[config.mk]
export PLATFORM = sky130hd
export DESIGN_NAME = sd_spi_responder
export DESIGN_NICKNAME = d
export VERILOG_FILES = /design/src/rtl/sd_spi_responder.sv
export SDC_FILE = /design/constraint.sdc
export NUM_CORES = 1
export LEC_CHECK = 0
export ABC_AREA = 1
export ABC_CLOCK_PERIOD_IN_PS = 2300
export BUFFER_PORTS_ARGS = -buffer_cell sky130_fd_sc_hd__buf_2
export CORE_MARGIN = 5
export CORE_UTILIZATION = 59
export CTS_CLUSTER_DIAMETER = 50
export DETAILED_ROUTE_END_ITERATION = 10
export GPL_TIMING_DRIVEN = 0
export HOLD_SLACK_MARGIN = 0.05
export PLACE_DENSITY = 0.82
export SLEW_MARGIN = 25
export SYNTH_ARGS = -nofsm -noshare
export SYNTH_HDL_FRONTEND = slang
export SYNTH_SLANG_ARGS = --single-unit
[constraint.sdc]
create_clock -name SD_clk -period 2.3 [get_ports SD_clk]
set_input_delay 0.46 -clock SD_clk [delete_from_list [all_inputs] [get_ports SD_clk]]
set_output_delay 0.46 -clock SD_clk [all_outputs]
set_load 0.03 [all_outputs]
[src/rtl/sd_spi_responder.sv]
// SD card SPI-mode command responder: receives 48-bit command frames, answers R1/R7 after an Ncr gap.
// Latency: response MSB appears on the falling edge NCR_BITS+1 bit times after the end bit is sampled.
// Backpressure: none; bits arriving during Ncr/response are ignored, SD_cs high aborts to idle.
//
// Ports:
//   SD_clk      sole clock; SD_datain sampled on rising edge, SD_dataout driven on falling edge
//   reset       synchronous, active-high
//   SD_cs       card select, active-low
//   SD_datain   host-to-card command bits, MSB first
//   SD_dataout  card-to-host response bits, idles high
//   cmd_valid   one-cycle pulse per accepted frame; cmd_index/cmd_arg hold the last command
//   in_idle     card idle-state flag (R1 bit 0); state is the FSM encoding for debug
//
// Optional feature: define SD_CRC_CHECK_EN to check CRC7 on CMD0/CMD8 (mismatch answers 0x08|in_idle).
module sd_spi_responder #(
  parameter int NCR_BITS        = 16,
  parameter int ACMD41_BUSY_CNT = 3
) (
  input  logic        SD_clk,
  input  logic        reset,
  input  logic        SD_cs,
  input  logic        SD_datain,
  output logic        SD_dataout,
  output logic        cmd_valid,
  output logic [5:0]  cmd_index,
  output logic [31:0] cmd_arg,
  output logic        in_idle,
  output logic [2:0]  state
);

  typedef enum logic [2:0] {
    RX_WAIT = 3'd0,
    RX_CMD  = 3'd1,
    DECODE  = 3'd2,
    NCR     = 3'd3,
    TX      = 3'd4
  } state_t;

  localparam int             CW       = (ACMD41_BUSY_CNT < 1) ? 1 : $clog2(ACMD41_BUSY_CNT + 1);
  localparam logic [CW-1:0]  BUSY_MAX = CW'(ACMD41_BUSY_CNT);
  localparam logic [6:0]     NCR_LAST = 7'(NCR_BITS - 1);

  state_t        st;
  logic          got_start;   // previous RX_WAIT sample was a 0 (start bit candidate)
  logic [6:0]    bit_cnt;     // shared bit counter for RX_CMD, NCR and TX
  logic [44:0]   shreg;       // index(6) + argument(32) + CRC7(7); end bit is checked live
  logic [39:0]   resp_sr;     // response, left-aligned; MSB is the bit on the wire
  logic          resp_long;   // 40-bit R7 instead of 8-bit R1
  logic          app_flag;
  logic [CW-1:0] acmd_cnt;

  logic [5:0]    d_idx;
  logic [31:0]   d_arg;
  logic [6:0]    d_crc;
  logic          crc_bad;
  logic [7:0]    r1;
  logic [39:0]   dec_resp;
  logic          dec_long;
  logic          nxt_idle;
  logic          nxt_app;
  logic [CW-1:0] nxt_cnt;

  assign state = st;
  assign d_idx = shreg[44:39];
  assign d_arg = shreg[38:7];
  assign d_crc = shreg[6:0];

`ifdef SD_CRC_CHECK_EN
  // CRC7, polynomial x^7+x^3+1, init 0, over start+transmission+index+argument.
  function automatic logic [6:0] crc7(input logic [39:0] d);
    logic [6:0] c;
    logic       fb;
    c = '0;
    for (int i = 39; i >= 0; i--) begin
      fb = d[i] ^ c[6];
      c  = {c[5:0], 1'b0};
      if (fb) c = c ^ 7'h09;
    end
    return c;
  endfunction

  assign crc_bad = ((d_idx == 6'd0) || (d_idx == 6'd8)) &&
                   (crc7({2'b01, d_idx, d_arg}) != d_crc);
`else
  logic unused_crc;
  assign unused_crc = ^d_crc;
  assign crc_bad    = 1'b0;
`endif

  // Response and card-state update for the frame held in shreg; consumed only in DECODE.
  always_comb begin
    r1       = {7'b0, in_idle};
    dec_resp = {r1, 32'h0};
    dec_long = 1'b0;
    nxt_idle = in_idle;
    nxt_app  = 1'b0;        // app flag survives only into the command right after CMD55
    nxt_cnt  = acmd_cnt;
    if (crc_bad) begin
      dec_resp = {r1 | 8'h08, 32'h0};
      nxt_app  = app_flag;  // rejected frame leaves card state untouched
    end else begin
      case (d_idx)
        6'd0: begin
          nxt_idle = 1'b1;
          nxt_cnt  = '0;
          dec_resp = {8'h01, 32'h0};
        end
        6'd8: begin
          dec_resp = {r1, 8'h00, 8'h00, 4'h0, d_arg[11:8], d_arg[7:0]};
          dec_long = 1'b1;
        end
        6'd55: begin
          nxt_app = 1'b1;
        end
        6'd41: begin
          if (app_flag) begin
            if (acmd_cnt < BUSY_MAX) begin
              nxt_cnt  = acmd_cnt + 1'b1;
              dec_resp = {8'h01, 32'h0};
            end else begin
              nxt_idle = 1'b0;
              dec_resp = 40'h0;
            end
          end else begin
            dec_resp = {r1 | 8'h04, 32'h0};
          end
        end
        default: begin
          dec_resp = {r1 | 8'h04, 32'h0};
        end
      endcase
    end
  end

  always_ff @(posedge SD_clk) begin
    if (reset) begin
      st        <= RX_WAIT;
      got_start <= 1'b0;
      bit_cnt   <= '0;
      shreg     <= '0;
      resp_sr   <= '0;
      resp_long <= 1'b0;
      cmd_valid <= 1'b0;
      cmd_index <= '0;
      cmd_arg   <= '0;
      in_idle   <= 1'b1;
      app_flag  <= 1'b0;
      acmd_cnt  <= '0;
    end else begin
      cmd_valid <= 1'b0;
      if (SD_cs) begin
        st        <= RX_WAIT;
        got_start <= 1'b0;
      end else begin
        case (st)
          RX_WAIT: begin
            if (got_start && SD_datain) begin
              st        <= RX_CMD;
              bit_cnt   <= '0;
              got_start <= 1'b0;
            end else begin
              got_start <= ~SD_datain;
            end
          end
          RX_CMD: begin
            if (bit_cnt == 7'd45) begin
              // End bit: a 0 here means a corrupt frame, dropped silently.
              st <= SD_datain ? DECODE : RX_WAIT;
            end else begin
              shreg   <= {shreg[43:0], SD_datain};
              bit_cnt <= bit_cnt + 7'd1;
            end
          end
          DECODE: begin
            cmd_valid <= 1'b1;
            cmd_index <= d_idx;
            cmd_arg   <= d_arg;
            in_idle   <= nxt_idle;
            app_flag  <= nxt_app;
            acmd_cnt  <= nxt_cnt;
            resp_sr   <= dec_resp;
            resp_long <= dec_long;
            bit_cnt   <= '0;
            st        <= NCR;
          end
          NCR: begin
            if (bit_cnt == NCR_LAST) begin
              bit_cnt <= '0;
              st      <= TX;
            end else begin
              bit_cnt <= bit_cnt + 7'd1;
            end
          end
          TX: begin
            if (bit_cnt == (resp_long ? 7'd39 : 7'd7)) begin
              st <= RX_WAIT;
            end else begin
              resp_sr <= {resp_sr[38:0], 1'b0};
              bit_cnt <= bit_cnt + 7'd1;
            end
          end
          default: st <= RX_WAIT;
        endcase
      end
    end
  end

  // Output changes only on the falling edge so the host can sample on the rising edge.
  always_ff @(negedge SD_clk) begin
    if (reset || (st != TX)) SD_dataout <= 1'b1;
    else                     SD_dataout <= resp_sr[39];
  end

endmodule

==> results.json, run 1 <==
{
  "cp_max_fo": 1,
  "n_antenna_cell": 0,
  "worst-setup-path-type": "register to primary output",
  "gp_congestion": 0.870,
  "syn-num-nets": 771,
  "die_y_um": 108,
  "antenna_found_initial": 0,
  "cp_slowest_cell": "dfxtp_2",
  "drc": 0,
  "detail_route.first_pass.iterations": 5,
  "grt_max_degree": 17,
  "clockBufferDepth": 2,
  "postCtsSetupRepairBufs": 0,
  "cts_tree": "done",
  "synth_area_leaders": "dfxtp_1 (50%), a21oi_1 (11%), o21ai_0 (9.2%), nand2_1 (8.8%), inv_1 (5.8%)",
  "wirelength_mm": 13.0,
  "drt_iter0_drc": 373,
  "port_buffers": 46,
  "cts_root_buf": "clkbuf_8",
  "ios": 48,
  "placed_area_mm2": 0.00605,
  "finalHoldViolations": 0,
  "crit_chain": "buf_6",
  "rsz0062_at_grt": "yes",
  "numCtsBuffers": 17,
  "crit_buf_inv": 1,
  "required_ns": 1.84,
  "synthesis.area_mm2": 0.00566,
  "grt_overflow": 0,
  "synthCells": 764,
  "start_kind": "register",
  "fin_area_mm2": 0.00664,
  "peakVddDrop_uv": 501,
  "worst_slack_ns": -0.244,
  "gr-usage-all-layers_pct": 23.3,
  "ctsHoldBuffers": 0,
  "cts.sinks": 141,
  "ys_types": 28,
  "grt_pass1_wl_mm": 22.0,
  "whs_ns": 0.312,
  "wl_per_cell_um": 13.4,
  "drive_above_1_share_pct": 14.5,
  "final.setup_skew_ns": 0.0255,
  "synth_top_area_cell": "dfxtp_1",
  "cp_top_family": "flip-flops",
  "synth.ff_latch_count": 141,
  "drv_slew": 0,
  "post-place-ws_ns": -0.226,
  "cellPowerDensity_mw_per_mm2": 833,
  "avgSynthCellArea_um2": 7.41,
  "coreArea_mm2": 0.00928,
  "cp.arrival_ns": 2.08,
  "maxCapViolCount": 0,
  "h-tree-depth": 4,
  "clk_pin_slew_ns": 0.06,
  "seq_area_frac_synth_pct": 49.9,
  "tightest_slew_ns": 0.534,
  "nets": 836,
  "status": "finished, violations left",
  "violations": "negative setup slack",
  "die_x_um": 108,
  "dpl.hpwl_mm": 8.71,
  "initial_utilization_pct": 61.0,
  "fin_util_pct": 71.6,
  "end_kind": "primary output",
  "relSlewSlack_pct": 64.4,
  "num_rows": 35,
  "avgViaCountPerCell": 5.28,
  "clock_latency_ns": 0.53,
  "vias": 5128,
  "postRouteAntennaNets": 0,
  "setup_viol": 1,
  "hp-class": "primary input to register",
  "dieArea_mm2": 0.0117,
  "cpPeakStageDelay_ns": 0.31,
  "syn2layout_area_growth_pct": 17.3,
  "yosysTopAreaCellShare_pct": 49.9,
  "power.leakage_uw": 0.00284,
  "ys.warnings.count": 0,
  "grt_pass1_vias": 4949
}
## path summary, 6_finish.rpt
kind	to	cells after the start	startpoint	slack [ns]
setup / recovery	SD_dataout	1	SD_dataout	-0.24
hold / removal	got_start	3	SD_datain	0.31
setup reg to reg	SD_dataout	4	state[1]	0.08
hold reg to reg	shreg[0]	2	shreg[0]	0.45
## layer usage
metal	global-route usage (%)	share of wire [%]	wire, um
met1	28.9	44	5730
met2	39.4	48	6250
met3	5.01	5.7	739
met4	9.74	2.1	270
met5	0	0	0
## metrics by stage
step / setup TNS [ns] / cells / power (uW)
6_report: -0.244 / 971 / 5540
5_1_grt: -0.284 / 971 / 5730
4_1_cts: -0.251 / 971 / 5550
3_5_place_dp: -0.226 / 939 / 2900
3_3_place_gp: -0.264 / 939 / 2880
2_1_floorplan: 0 / 764 / 2810
## flip-flops by register name, indices dropped and copies added (netlist names)
name        count
in_idle         1
shreg          45
acmd_cnt        2
SD_dataout      1
bit_cnt         7
app_flag        1
resp_sr        40
state           3
cmd_index       6
cmd_arg        32
cmd_valid       1
got_start       1
resp_long       1
## worst reg2reg max path, stage by stage (launching register included)
cell     delay, ns
dfxtp_1       0.34
inv_2         0.11
nand2_2       0.08
nor2_2        0.29
nand2_1       0.09
## kinds of logic (layout without fill, tap and decap cells)
family / count (synthesis) / in the layout / synth area share [%]
AO/OA/AOI/OAI: 226 / 226 / 20.1
XOR/XNOR: 1 / 1 / 0.155
adder cells (fa/ha/maj): 3 / 3 / 0.663
buffers and inverters: 138 / 216 / 10.2
flip-flops: 141 / 141 / 49.9
AND/OR/NAND/NOR: 255 / 255 / 19.0
## cell usage after synthesis (all sizes together)
library cell,count
nand4,3
a21oi,121
nand2,137
xor2,1
buf,19
nor2,74
inv,96
dfxtp,141
nand3,35
or2,3
o21ai,104
nor3,2
nand3b,1
clkbuf,23
a211oi,1
ha,3
## report_power, final
group,internal (uW),switching (uW)
Sequential,2500,37.1
Clock,1500,1190
Combinational,92.3,220
Total,4090,1450
## cell usage in the layout (no fill, tap or decap), types with 16 or more instances in the layout
| cell | n |
|---|---|
| a21oi_1 | 120 |
| buf_2 | 55 |
| clkbuf_1 | 19 |
| clkbuf_16 | 16 |
| dfxtp_1 | 140 |
| inv_1 | 88 |
| nand2_1 | 133 |
| nand3_1 | 34 |
| nor2_1 | 69 |
| o21ai_0 | 104 |
## final cells by class
class | instances | area [um^2]
clock buffers | 17 | 414
clock inverters | 16 | 173
fillers | 708 | 2640
multi-input cells | 485 | 2260
repair buffers | 46 | 236
inverters | 95 | 357
plain buffers | 42 | 216
flip-flops and latches | 141 | 2820
well taps | 129 | 161
## what timing repair did
item / in CTS / in global routing
hold endpoints to repair: 0 / 0
cloned: 0 / 0
endpoints found under the setup margin: 1 / 1
gates resized for setup: 3 / 0
No activity file was read; power rests on OpenSTA's default activity.
==> inputs of run 2 (changes only) <==
- ABC_CLOCK_PERIOD_IN_PS: 2300 -> unset
- REMOVE_ABC_BUFFERS: unset -> 1
==> results.json, run 2 (same netlist as run 1, synthesis figures left out) <==
{
  "postRouteAntennaNets": 0,
  "die_y_um": 108,
  "crit_chain": "buf_6",
  "num_rows": 35,
  "avgViaCountPerCell": 5.26,
  "clockBufferDepth": 2,
  "gp_congestion": 0.821,
  "status": "finished, violations left",
  "nets": 797,
  "cellPowerDensity_mw_per_mm2": 832,
  "grt_pass1_vias": 4767,
  "mostFrequentLayoutCells": "dfxtp_1 (140), nand2_1 (133), a21oi_1 (120), o21ai_0 (104), inv_1 (87)",
  "syn2layout_area_growth_pct": 14.4,
  "wirelength_mm": 11.6,
  "cpPeakStageDelay_ns": 0.30,
  "rr_startpoint": "state[1]",
  "finalNonFillerCells": 932,
  "gr-usage-all-layers_pct": 21.0,
  "crit_buf_inv": 1,
  "fin_util_pct": 69.8,
  "dp_cells": 900,
  "cp_slowest_cell": "dfxtp_2",
  "maxCapViolCount": 0,
  "coreArea_mm2": 0.00928,
  "power.leakage_uw": 0.00272,
  "initial_utilization_pct": 61.0,
  "hp-class": "primary input to register",
  "postCtsSetupRepairBufs": 0,
  "drc": 0,
  "worst-setup-path-type": "register to primary output",
  "numCtsBuffers": 17,
  "wl_per_cell_um": 12.4,
  "finalHoldViolations": 0,
  "worst_slack_ns": -0.241,
  "required_ns": 1.84,
  "cp_max_fo": 1,
  "antenna_found_initial": 0,
  "drv_slew": 0,
  "grt_overflow": 0,
  "start_kind": "register",
  "tightest_slew_ns": 0.617,
  "port_buffers": 47,
  "reg2reg_slack_ns": 0.08,
  "rsz0062_at_grt": "yes",
  "relSlewSlack_pct": 58.9,
  "reg_top3": "shreg x45, resp_sr x40, cmd_arg x32",
  "r2r-end": "SD_dataout",
  "ctsHoldBuffers": 0,
  "end_kind": "primary output",
  "fin_area_mm2": 0.00648,
  "die_x_um": 108,
  "largest_register": "shreg",
  "peakVddDrop_uv": 593,
  "placed_area_mm2": 0.00590,
  "holdPathStages": 3,
  "min_to": "got_start",
  "vias": 4898,
  "dieArea_mm2": 0.0117,
  "drive_above_1_share_pct": 13.2,
  "final.setup_skew_ns": 0.0250,
  "n_antenna_cell": 0,
  "detail_route.first_pass.iterations": 5,
  "post-place-ws_ns": -0.0450,
  "clk_pin_slew_ns": 0.07,
  "cts_tree": "done",
  "cts_root_buf": "clkbuf_8",
  "violations": "negative setup slack",
  "cts.sinks": 141,
  "grt_max_degree": 77,
  "ios": 48,
  "drt_iter0_drc": 323,
  "largest_reg_flops": 45,
  "cp_top_family": "flip-flops",
  "clock_latency_ns": 0.52,
  "h-tree-depth": 4,
  "hold_start": "SD_datain",
  "grt_pass1_wl_mm": 20.2,
  "ff2ff_path_depth": 4,
  "final_common_cell": "dfxtp_1",
  "cp_num_cells": 1,
  "dpl.hpwl_mm": 7.04,
  "power_uw": 5390,
  "cp.arrival_ns": 2.08,
  "setup_viol": 1
}
[run 2: where the power goes]
part | switching (uW) | leakage [uW] | total [uW] | internal (uW)
sequential | 35.9 | 0.00114 | 2530 | 2500
clock | 1170 | 0.000286 | 2560 | 1390
combinational | 211 | 0.00130 | 297 | 86.0
[run 2: metal layers]
layer  vias up  part of all wire, %  GRT usage [%]  routed length [um]
li1       2511                    -              -                   -
met1      2267                   42           23.3                4880
met2       101                   52           39.2                6050
met3        19                  4.0           4.30                 458
met4         0                  1.4           8.30                 160
met5         -                    0              0                   0
[run 2: final cells by class]
type,count,area [um^2]
clock buffers,17,414
clock inverters,16,151
fillers,756,2810
inverters,95,362
multi-input cells,485,2280
flip-flops and latches,141,2820
well taps,129,161
repair buffers,49,282
[run 2: tightest hold or removal path: cells and delay by family]
family          cells  cell delay (ns)
buf+inv             1             0.12
simple gates        1             0.11
compound gates      1             0.05
[run 2: how the worst max path moves through the flow]
| stage | endpoint | startpoint | slack (ns) |
|---|---|---|---|
| after CTS | SD_dataout | SD_dataout | -0.25 |
| after global placement | shreg[11] | bit_cnt[1] | -1.43 |
| after global routing | SD_dataout | SD_dataout | -0.27 |
| after floorplan | shreg[0] | state[0] | -0.57 |
| final | SD_dataout | SD_dataout | -0.24 |
| after detailed placement | SD_dataout | reset | -0.05 |
[run 2: through the flow]
step	TNS, ns	hold WS, ns
6_report	-0.241	0.262
5_1_grt	-0.270	0.300
4_1_cts	-0.246	0.252
3_5_place_dp	-0.0450	0.432
3_3_place_gp	-110.67	0.429
2_1_floorplan	-25.72	0.422
[run 2: what timing repair did]
| action | in CTS | in global routing |
|---|---|---|
| gates resized for setup | 3 | 2 |
| setup endpoints to repair | 1 | 42 |
| gates cloned | 0 | 0 |
| hold endpoints to repair | 0 | 0 |
